$ cat config.mk
export PLATFORM = sky130hd
export DESIGN_NAME = instruction_fetch_unit_flat
export DESIGN_NICKNAME = d
export VERILOG_FILES = /design/src/rtl/instruction_fetch_unit_if.sv /design/src/rtl/instruction_fetch_unit.sv /design/src/flat_wrapper.sv
export SDC_FILE = /design/constraint.sdc
export NUM_CORES = 1
export LEC_CHECK = 0
export ABC_AREA = 1
export CAP_MARGIN = 5
export CORE_MARGIN = 2
export CORE_UTILIZATION = 45
export CTS_CLUSTER_SIZE = 30
export DETAILED_ROUTE_END_ITERATION = 8
export PLACE_DENSITY = 0.78
export SLEW_MARGIN = 20
export SYNTH_ARGS = -nofsm -noshare
export SYNTH_HDL_FRONTEND = slang
export SYNTH_SLANG_ARGS = --single-unit
export TNS_END_PERCENT = 5
$ cat constraint.sdc
create_clock -name CLK -period 7.55 [get_ports CLK]
set_clock_uncertainty 0.1 [all_clocks]
set_input_delay 1.8875 -clock CLK [delete_from_list [all_inputs] [get_ports CLK]]
set_output_delay 1.8875 -clock CLK [all_outputs]
set_load 0.01 [all_outputs]
$ cat src/rtl/instruction_fetch_unit_if.sv
// Fetch-side bus bundle: instruction memory read port plus the decode-facing
// instruction stream and the execute redirect request.
interface instruction_fetch_unit_if;
    logic [31:0] IMEM_ADDRESS;
    logic        IMEM_READ;
    logic [31:0] IMEM_READ_DATA;
    logic        IMEM_BUSYWAIT;
    logic        REDIRECT;
    logic [31:0] REDIRECT_PC;
    logic        INSTR_READY;
    logic        INSTR_VALID;
    logic [31:0] INSTR;
    logic [31:0] INSTR_PC;
    logic        MISALIGNED;

    modport master (
        output IMEM_ADDRESS, IMEM_READ, INSTR_VALID, INSTR, INSTR_PC, MISALIGNED,
        input  IMEM_READ_DATA, IMEM_BUSYWAIT, REDIRECT, REDIRECT_PC, INSTR_READY
    );

    modport slave (
        input  IMEM_ADDRESS, IMEM_READ, INSTR_VALID, INSTR, INSTR_PC, MISALIGNED,
        output IMEM_READ_DATA, IMEM_BUSYWAIT, REDIRECT, REDIRECT_PC, INSTR_READY
    );
endinterface

$ cat src/rtl/instruction_fetch_unit.sv
// Fetch stage: word-aligned reads with a BUSYWAIT handshake, a small prefetch
// queue of {pc, instr}, and redirect handling that discards in-flight data.
module instruction_fetch_unit #(
    parameter logic [31:0] RESET_PC = 32'h0000_0000,
    parameter int          DEPTH    = 2
) (
    input  logic                     CLK,
    input  logic                     RESET,
    instruction_fetch_unit_if.master bus
);
    localparam int PW = $clog2(DEPTH);
    localparam int CW = $clog2(DEPTH + 1);

    typedef enum logic [1:0] {FETCH, WAIT, KILL} state_e;

    state_e        state_q, state_d;
    logic [31:0]   fpc_q, fpc_d;
    logic [31:0]   pend_q, pend_d;
    logic [CW-1:0] count_q, count_d;
    logic [PW-1:0] rd_ptr_q, rd_ptr_d;
    logic [PW-1:0] wr_ptr_q, wr_ptr_d;
    logic          started_q;
    logic          misaligned_q, misaligned_d;
    logic [31:0]   que_pc_q    [DEPTH];
    logic [31:0]   que_instr_q [DEPTH];

    logic          req, xfer, stall, push, pop;
    logic [31:0]   target;

    // KILL keeps requesting the old address so the in-flight transfer can finish.
    assign req    = started_q && ((state_q == KILL) || (count_q < CW'(DEPTH)));
    assign xfer   = req && !bus.IMEM_BUSYWAIT;
    assign stall  = req && bus.IMEM_BUSYWAIT;
    assign target = {bus.REDIRECT_PC[31:2], 2'b00};
    assign push   = xfer && (state_q != KILL) && !bus.REDIRECT;
    assign pop    = (count_q != '0) && bus.INSTR_READY && !bus.REDIRECT;

    always_comb begin
        state_d      = state_q;
        fpc_d        = fpc_q;
        pend_d       = pend_q;
        count_d      = count_q;
        rd_ptr_d     = rd_ptr_q;
        wr_ptr_d     = wr_ptr_q;
        misaligned_d = 1'b0;
        if (bus.REDIRECT) begin
            misaligned_d = (bus.REDIRECT_PC[1:0] != 2'b00);
            count_d      = '0;
            rd_ptr_d     = '0;
            wr_ptr_d     = '0;
            // A transfer still pending must be allowed to finish before the jump.
            if (stall) begin
                state_d = KILL;
                pend_d  = target;
            end else begin
                state_d = FETCH;
                fpc_d   = target;
            end
        end else begin
            if (push) wr_ptr_d = wr_ptr_q + PW'(1);
            if (pop)  rd_ptr_d = rd_ptr_q + PW'(1);
            case ({push, pop})
                2'b10:   count_d = count_q + CW'(1);
                2'b01:   count_d = count_q - CW'(1);
                default: count_d = count_q;
            endcase
            unique case (state_q)
                FETCH: begin
                    if (xfer)       fpc_d   = fpc_q + 32'd4;
                    else if (stall) state_d = WAIT;
                end
                WAIT: begin
                    if (xfer) begin
                        fpc_d   = fpc_q + 32'd4;
                        state_d = FETCH;
                    end
                end
                KILL: begin
                    if (xfer) begin
                        fpc_d   = pend_q;
                        state_d = FETCH;
                    end
                end
                default: state_d = FETCH;
            endcase
        end
    end

    always_ff @(posedge CLK or posedge RESET) begin
        if (RESET) begin
            state_q      <= FETCH;
            fpc_q        <= RESET_PC;
            count_q      <= '0;
            rd_ptr_q     <= '0;
            wr_ptr_q     <= '0;
            started_q    <= 1'b0;
            misaligned_q <= 1'b0;
        end else begin
            state_q      <= state_d;
            fpc_q        <= fpc_d;
            count_q      <= count_d;
            rd_ptr_q     <= rd_ptr_d;
            wr_ptr_q     <= wr_ptr_d;
            started_q    <= 1'b1;
            misaligned_q <= misaligned_d;
        end
    end

    always_ff @(posedge CLK) begin
        pend_q <= pend_d;
        if (push) begin
            que_pc_q[wr_ptr_q]    <= fpc_q;
            que_instr_q[wr_ptr_q] <= bus.IMEM_READ_DATA;
        end
    end

    assign bus.IMEM_ADDRESS = fpc_q;
    assign bus.IMEM_READ    = req;
    assign bus.INSTR_VALID  = (count_q != '0);
    assign bus.INSTR        = (count_q != '0) ? que_instr_q[rd_ptr_q] : '0;
    assign bus.INSTR_PC     = (count_q != '0) ? que_pc_q[rd_ptr_q] : '0;
    assign bus.MISALIGNED   = misaligned_q;
endmodule

$ cat src/flat_wrapper.sv
// flat-port wrapper written by rule: the top's interface ports become plain ports
module instruction_fetch_unit_flat 
#(
    parameter logic [31:0] RESET_PC = 32'h0000_0000,
    parameter int          DEPTH    = 2
)
  (CLK, RESET, bus_IMEM_ADDRESS, bus_IMEM_READ, bus_INSTR_VALID, bus_INSTR, bus_INSTR_PC, bus_MISALIGNED, bus_IMEM_READ_DATA, bus_IMEM_BUSYWAIT, bus_REDIRECT, bus_REDIRECT_PC, bus_INSTR_READY);
  instruction_fetch_unit_if bus_i ();
  input  logic CLK;
  input  logic RESET;
  output wire logic [$bits(bus_i.IMEM_ADDRESS)-1:0] bus_IMEM_ADDRESS;
  output wire logic [$bits(bus_i.IMEM_READ)-1:0] bus_IMEM_READ;
  output wire logic [$bits(bus_i.INSTR_VALID)-1:0] bus_INSTR_VALID;
  output wire logic [$bits(bus_i.INSTR)-1:0] bus_INSTR;
  output wire logic [$bits(bus_i.INSTR_PC)-1:0] bus_INSTR_PC;
  output wire logic [$bits(bus_i.MISALIGNED)-1:0] bus_MISALIGNED;
  input wire logic [$bits(bus_i.IMEM_READ_DATA)-1:0] bus_IMEM_READ_DATA;
  input wire logic [$bits(bus_i.IMEM_BUSYWAIT)-1:0] bus_IMEM_BUSYWAIT;
  input wire logic [$bits(bus_i.REDIRECT)-1:0] bus_REDIRECT;
  input wire logic [$bits(bus_i.REDIRECT_PC)-1:0] bus_REDIRECT_PC;
  input wire logic [$bits(bus_i.INSTR_READY)-1:0] bus_INSTR_READY;
  assign bus_IMEM_ADDRESS = bus_i.IMEM_ADDRESS;
  assign bus_IMEM_READ = bus_i.IMEM_READ;
  assign bus_INSTR_VALID = bus_i.INSTR_VALID;
  assign bus_INSTR = bus_i.INSTR;
  assign bus_INSTR_PC = bus_i.INSTR_PC;
  assign bus_MISALIGNED = bus_i.MISALIGNED;
  assign bus_i.IMEM_READ_DATA = bus_IMEM_READ_DATA;
  assign bus_i.IMEM_BUSYWAIT = bus_IMEM_BUSYWAIT;
  assign bus_i.REDIRECT = bus_REDIRECT;
  assign bus_i.REDIRECT_PC = bus_REDIRECT_PC;
  assign bus_i.INSTR_READY = bus_INSTR_READY;
  instruction_fetch_unit #(.RESET_PC(RESET_PC), .DEPTH(DEPTH)) u_core (.CLK(CLK), .RESET(RESET), .bus(bus_i));
endmodule
=== Yosys cells after proc, flatten, opt, wreduce, memory -nomap -nowiden ===
Memories as Yosys holds them, arrays and structs flattened.
Index checks and enable logic that the tools add are counted.

* Word-level logic and storage cells: 71
* ROM bits: 0
* Bits in writable memories: 128
* Memories: 2
* Bits of input ports: 69
* Output and inout bits: 99
* Latch bits: 0
* Register bits after elaboration: 70

{| class="wikitable"
|+ Memories
! name !! words !! width !! rd ports !! clocked after Yosys merged registers in !! wr ports !! RTL line !! text
|-
| u_core.que_instr_q || 2 || 32 || 1 || 0 || 1 || instruction_fetch_unit.sv:25 || <nowiki>logic [31:0] que_instr_q [DEPTH];</nowiki>
|-
| u_core.que_pc_q || 2 || 32 || 1 || 0 || 1 || instruction_fetch_unit.sv:24 || <nowiki>logic [31:0] que_pc_q [DEPTH];</nowiki>
|}

* Equality and inequality tests: 11
* Shift-type cells: 0
* Muxes and demuxes: 22
* Magnitude comparators: 1
* Div/mod/pow operators: 0
* Add/sub/neg operators: 5
* $mul: 0
* Reduce and logical (&&, ||, !) cells: 22
* Bitwise operators: 0

{| class="wikitable"
|+ Operators with widths
! operator !! count
|-
| $mux W32 || 6
|-
| $pmux W32 S2 || 1
|-
| $add A32 B3 Y32 const B || 1
|-
| $mux W2 || 6
|-
| $pmux W2 S2 || 2
|-
| $reduce_bool A2 Y1 || 4
|-
| $logic_and A1 B1 Y1 || 7
|-
| $mux W1 || 7
|-
| $ne A3 B1 Y1 const B || 2
|-
| $ne A3 B2 Y1 const B || 2
|-
| $reduce_bool A3 Y1 || 2
|-
| $eq A2 B1 Y1 const B || 2
|-
| $eq A2 B2 Y1 const B || 2
|-
| $ne A2 B2 Y1 const B || 2
|-
| $reduce_and A4 Y1 || 1
|-
| $reduce_or A2 Y1 || 2
|-
| $ne A3 B3 Y1 const B || 1
|-
| $reduce_and A3 Y1 || 1
|-
| $add A1 B1 Y1 const B || 2
|-
| $add A2 B1 Y2 const B || 1
|-
| $logic_not A1 Y1 || 2
|-
| $logic_not A2 Y1 || 1
|-
| $lt A2 B2 Y1 const B || 1
|-
| $reduce_and A2 Y1 || 1
|-
| other kinds (2) || 2
|}

=== Logic depth before layout (Yosys ltp) ===
* Depth in word-level cells: 9
* Depth in mapped cells: 14
* Mapped depth without buffers: 13

=== Least setup slack after synthesis ===
No wires, ideal clock.

* Path type: input to register
* From: input port bus_REDIRECT
* To: memory u_core.que_instr_q[1][0] (enable)
* Path slack: 0.422 ns
* Library setup time: 0.559 ns
* Stages: 3
* Path buffers: 2
* Arrival time: 6.469 ns
* Cell sequence: buf_2 > clkbuf_4 > nor3_1

* Word-level cells in the longest chain between the ends: 4

{| class="wikitable"
|+ RTL lines
! item !! RTL line !! text
|-
| from (decl) || flat_wrapper.sv:19 || <nowiki>input wire logic [$bits(bus_i.REDIRECT)-1:0] bus_REDIRECT;</nowiki>
|-
| $logic_not A1 Y1 || instruction_fetch_unit.sv:35 || <nowiki>assign push = xfer && (state_q != KILL) && !bus.REDIRECT;</nowiki>
|-
| $logic_and A1 B1 Y1 || instruction_fetch_unit.sv:35 ||
|-
| $mux W1 || instruction_fetch_unit.sv:111 || <nowiki>if (push) begin</nowiki>
|-
| $mux W1 (not written as such) || instruction_fetch_unit.sv:113 || <nowiki>que_instr_q[wr_ptr_q] <= bus.IMEM_READ_DATA;</nowiki>
|-
| to (decl) || instruction_fetch_unit.sv:25 ||
|}

Every way passes these cells.

=== Worst setup path in the final report ===
* From: register u_core.rd_ptr_q
* To: output port bus_INSTR_PC[16]

* Word-level cells in the longest chain between the ends: 2

{| class="wikitable"
|+ RTL lines
! item !! RTL line !! text
|-
| from (decl) || instruction_fetch_unit.sv:20 || <nowiki>logic [PW-1:0] rd_ptr_q, rd_ptr_d;</nowiki>
|-
| from (signal assigned) || instruction_fetch_unit.sv:102 || <nowiki>rd_ptr_q <= rd_ptr_d;</nowiki>
|-
| $mem_v2 Z2 W32 || -- ||
|-
| $mux W32 || instruction_fetch_unit.sv:121 || <nowiki>assign bus.INSTR_PC = (count_q != '0) ? que_pc_q[rd_ptr_q] : '0;</nowiki>
|-
| to (decl) || flat_wrapper.sv:15 || <nowiki>output wire logic [$bits(bus_i.INSTR_PC)-1:0] bus_INSTR_PC;</nowiki>
|}

Every way passes these cells.

==> impl_metrics.ini <==
[run_status]
status = finished clean

[clocking]
numCtsBuffers = 17
clkTransAtPathRegs_ps = 60
clock-sinks = 192
clockBufferDepth = 2
cts_resized = 0
clockRootBuffer = clkbuf_16
hold_buffers = 0
h-tree-depth = 4
cts_setup_buffers = 0
worstSkewPairLatency_ps = 430
cts_tree = yes

[global_route]
grt_pass1_wl_um = 32590
gr-total-overflow = 0
grt_pass1_vias = 6297
grt_max_degree = 65
antenna_found_initial = 0
track_usage_pct = 20.76

[setup_path]
end_kind = output pin
worst-setup-path-type = register to output pin
critPathMaxStageDelay_ps = 970
regToRegStartpoint = u_core.state_q[0]
path_max_fanout = 64
cp_cell_sequence = buf_4 -> clkinv_2 -> nand2_1 -> a21oi_1 -> clkdlybuf4s50_1
rr_endpoint = u_core.pend_q[4]
reg2regPathDepth = 9
cp_slowest_cell = clkinv_2
critical_path_required_ps = 5560
startpoint_type = register
r2r_setup_slack_ps = 4740
critical_path_buf_inv_count = 3
critPathArrivalTime_ps = 3250
critPathTopFamily = buffers and inverters

[yosys]
syn_area_um2 = 8731
ys_types = 39
synth_seq_cells = 192
synth.largest_area_cell = edfxtp_1
async_flop_share_pct = 19.79
avgSynthCellArea_um2 = 9.933
synth_top_flop_cell = edfxtp_1
synth_edf_count = 154
netlist_instances = 879
synth_area_leaders = edfxtp_1 53%, nand2_1 14%, dfrtp_1 11%, a21oi_1 4.9%, nor2_1 3.8%
synth_top_area_share_pct = 52.97
ys.warnings.count = 0
synth-seq-area-share_pct = 63.86

[place]
io_buffers = 163
gp_congestion = 0.8616
dp_cells = 1271
dpl.hpwl_um = 13430

[timing]
final.setup.tns_ps = 0
max_slew_margin_pct = 33.67
max_freq_ghz = 0.1910
rsz0062_at_grt = no
tightest_slew_ps = 994.9
setup_viol = 0
fin_crit_ps = 5235
hold_viol_final = 0
finalMaxSlewViolations = 0
finalCritPeriodShare_pct = 69.34

[detailed_routing]
vias_per_cell = 5.114
ant_nets = 0
dr.pass1.iters = 6
vias = 6658
drc = 0
drtIter0Drc = 626
routedWlPerCell_um = 16.20
drt_wl_total_um = 21090

[die]
die_w_um = 143.3
pin_count = 168
die-area_um2 = 20530
rows = 50
die_y_um = 143.3
core-area_um2 = 18890
start_util_pct = 46.21

[power_and_ir_drop]
leakage_nw = 4.321
p_total_mw = 3.927
power-per-cell-area_nw_per_um2 = 353.6
ir_worst_vdd_v = 0.0001793

[flow_run]
drv_cap = 0

[min_path]
hold_depth = 1
min_path_type = register to register
hp-start = u_core.count_q[0]
hold_end = u_core.count_q[0]

[cells_and_area]
nets = 1103
drive_gt1_share_pct = 6.622
fin_cells = 1302
antenna_cells = 0
area_growth_pct = 27.20
-- registers in the layout (all words and copies together), names as in the netlist --
signal and cells:
u_core.bus.IMEM_ADDRESS 30, u_core.que_pc_q 60, u_core.wr_ptr_q 1, u_core.que_instr_q 64, u_core.pend_q 30, u_core.count_q 2, u_core.started_q 1, u_core.rd_ptr_q 1
u_core.bus.MISALIGNED 1, u_core.state_q 2
-- routing by layer --
metal | share of wire [%] | global-route usage [%] | up-vias
met4 | 1.7 | 6.037 | 0
met2 | 48 | 34.50 | 284
met1 | 43 | 27.66 | 3132
met3 | 6.8 | 4.499 | 32
met5 | 0 | 0 | -
li1 | - | - | 3210
-- Yosys cell counts (2+ instances only) --
library cell / count
clkbuf_8: 2
conb_1: 2
nor2_1: 89
nand2_4: 4
a21oi_1: 86
and2_1: 2
clkbuf_1: 19
o21ai_0: 11
nand2_1: 325
inv_1: 33
inv_2: 6
buf_6: 5
xor2_1: 3
ha_1: 4
dfrtp_1: 38
buf_2: 5
xnor2_1: 3
o21ai_1: 5
nor2_4: 10
or2_1: 2
nor2_8: 2
o211ai_1: 6
buf_4: 8
nand2_2: 3
edfxtp_1: 154
nand3_1: 39
-- per-stage QoR --
step | hold WS, ps | instance area (um2) | setup WS (ps) | util (%)
global route | 478.8 | 11110 | 1985 | 58.78
finish | 449.8 | 11110 | 2315 | 58.78
floorplan | 392.6 | 8742 | 421.9 | -
CTS | 452.4 | 11100 | 2411 | 58.77
detailed placement | 437.5 | 10500 | 2870 | 55.59
global placement | 424.8 | 10500 | 2884 | 55.59
-- worst max-delay path by stage --
stage | end | cells after the start | from | slack [ps]
2_1_floorplan | u_core.que_instr_q[1][0] | 3 | bus_REDIRECT | 420
3_3_place_gp | bus_INSTR_PC[9] | 5 | u_core.rd_ptr_q | 2880
3_5_place_dp | bus_INSTR_PC[16] | 5 | u_core.rd_ptr_q | 2870
4_1_cts | bus_INSTR_PC[16] | 5 | u_core.rd_ptr_q | 2410
5_1_grt | bus_INSTR_PC[16] | 5 | u_core.rd_ptr_q | 1980
6_report | bus_INSTR_PC[16] | 5 | u_core.rd_ptr_q | 2320
-- logic make-up after synthesis --
family,share of synthesized area (%)
compound gates,6.735
xor+xnor,0.6020
fa+ha+maj,0.5733
buf+inv,4.801
flops,63.86
other cells,0.08602
simple gates,23.34
-- cell type report --
type	count	area, um2
fill	1588	7787
inverter	39	147.6
tap	260	325.3
clock inverter	11	165.2
timing repair buffer	172	1699
clock buffer	20	436.7
sequential	192	5577
multi-input combinational	608	2755
-- power by group --
group / switching [mW] / internal (mW) / leakage, nW
sequential: 0.236 / 1.34 / 1.86
combinational: 0.780 / 0.646 / 2.17
clock: 0.378 / 0.551 / 0.285
total: 1.39 / 2.53 / 4.32
-- cells in the final DEF, fill, tap and decap left out, types with 2 or more instances in the layout --
cell	Yosys	routed
nand2_1	325	325
clkdlybuf4s50_1	0	163
edfxtp_1	154	154
nor2_1	89	88
a21oi_1	86	86
nand3_1	39	39
dfrtp_1	38	37
inv_1	33	32
clkbuf_16	0	17
o21ai_0	11	11
nor2_4	10	10
buf_4	8	9
inv_2	6	6
o211ai_1	6	6
o21ai_1	5	5
conb_1	2	5
nand2_4	4	4
ha_1	4	4
bufinv_16	0	4
nand2_2	3	3
xor2_1	3	3
xnor2_1	3	3
clkbuf_1	19	3
nor2_8	2	2
and2_1	2	2
nor2_2	1	2
clkinv_2	0	2
or2_1	2	2
clkinv_4	0	2
clkinv_1	0	2
clkinvlp_4	0	2
-- worst reg2reg max path, cell delays in order (launching register included) --
cell and delay [ps]:
dfrtp_1 390, inv_1 90, ha_1 180, inv_2 230, nand2_1 150, nand2_2 80
nor2_1 140, inv_2 100, nor2_2 640, buf_4 390
No activity file was read; power rests on OpenSTA's default activity.
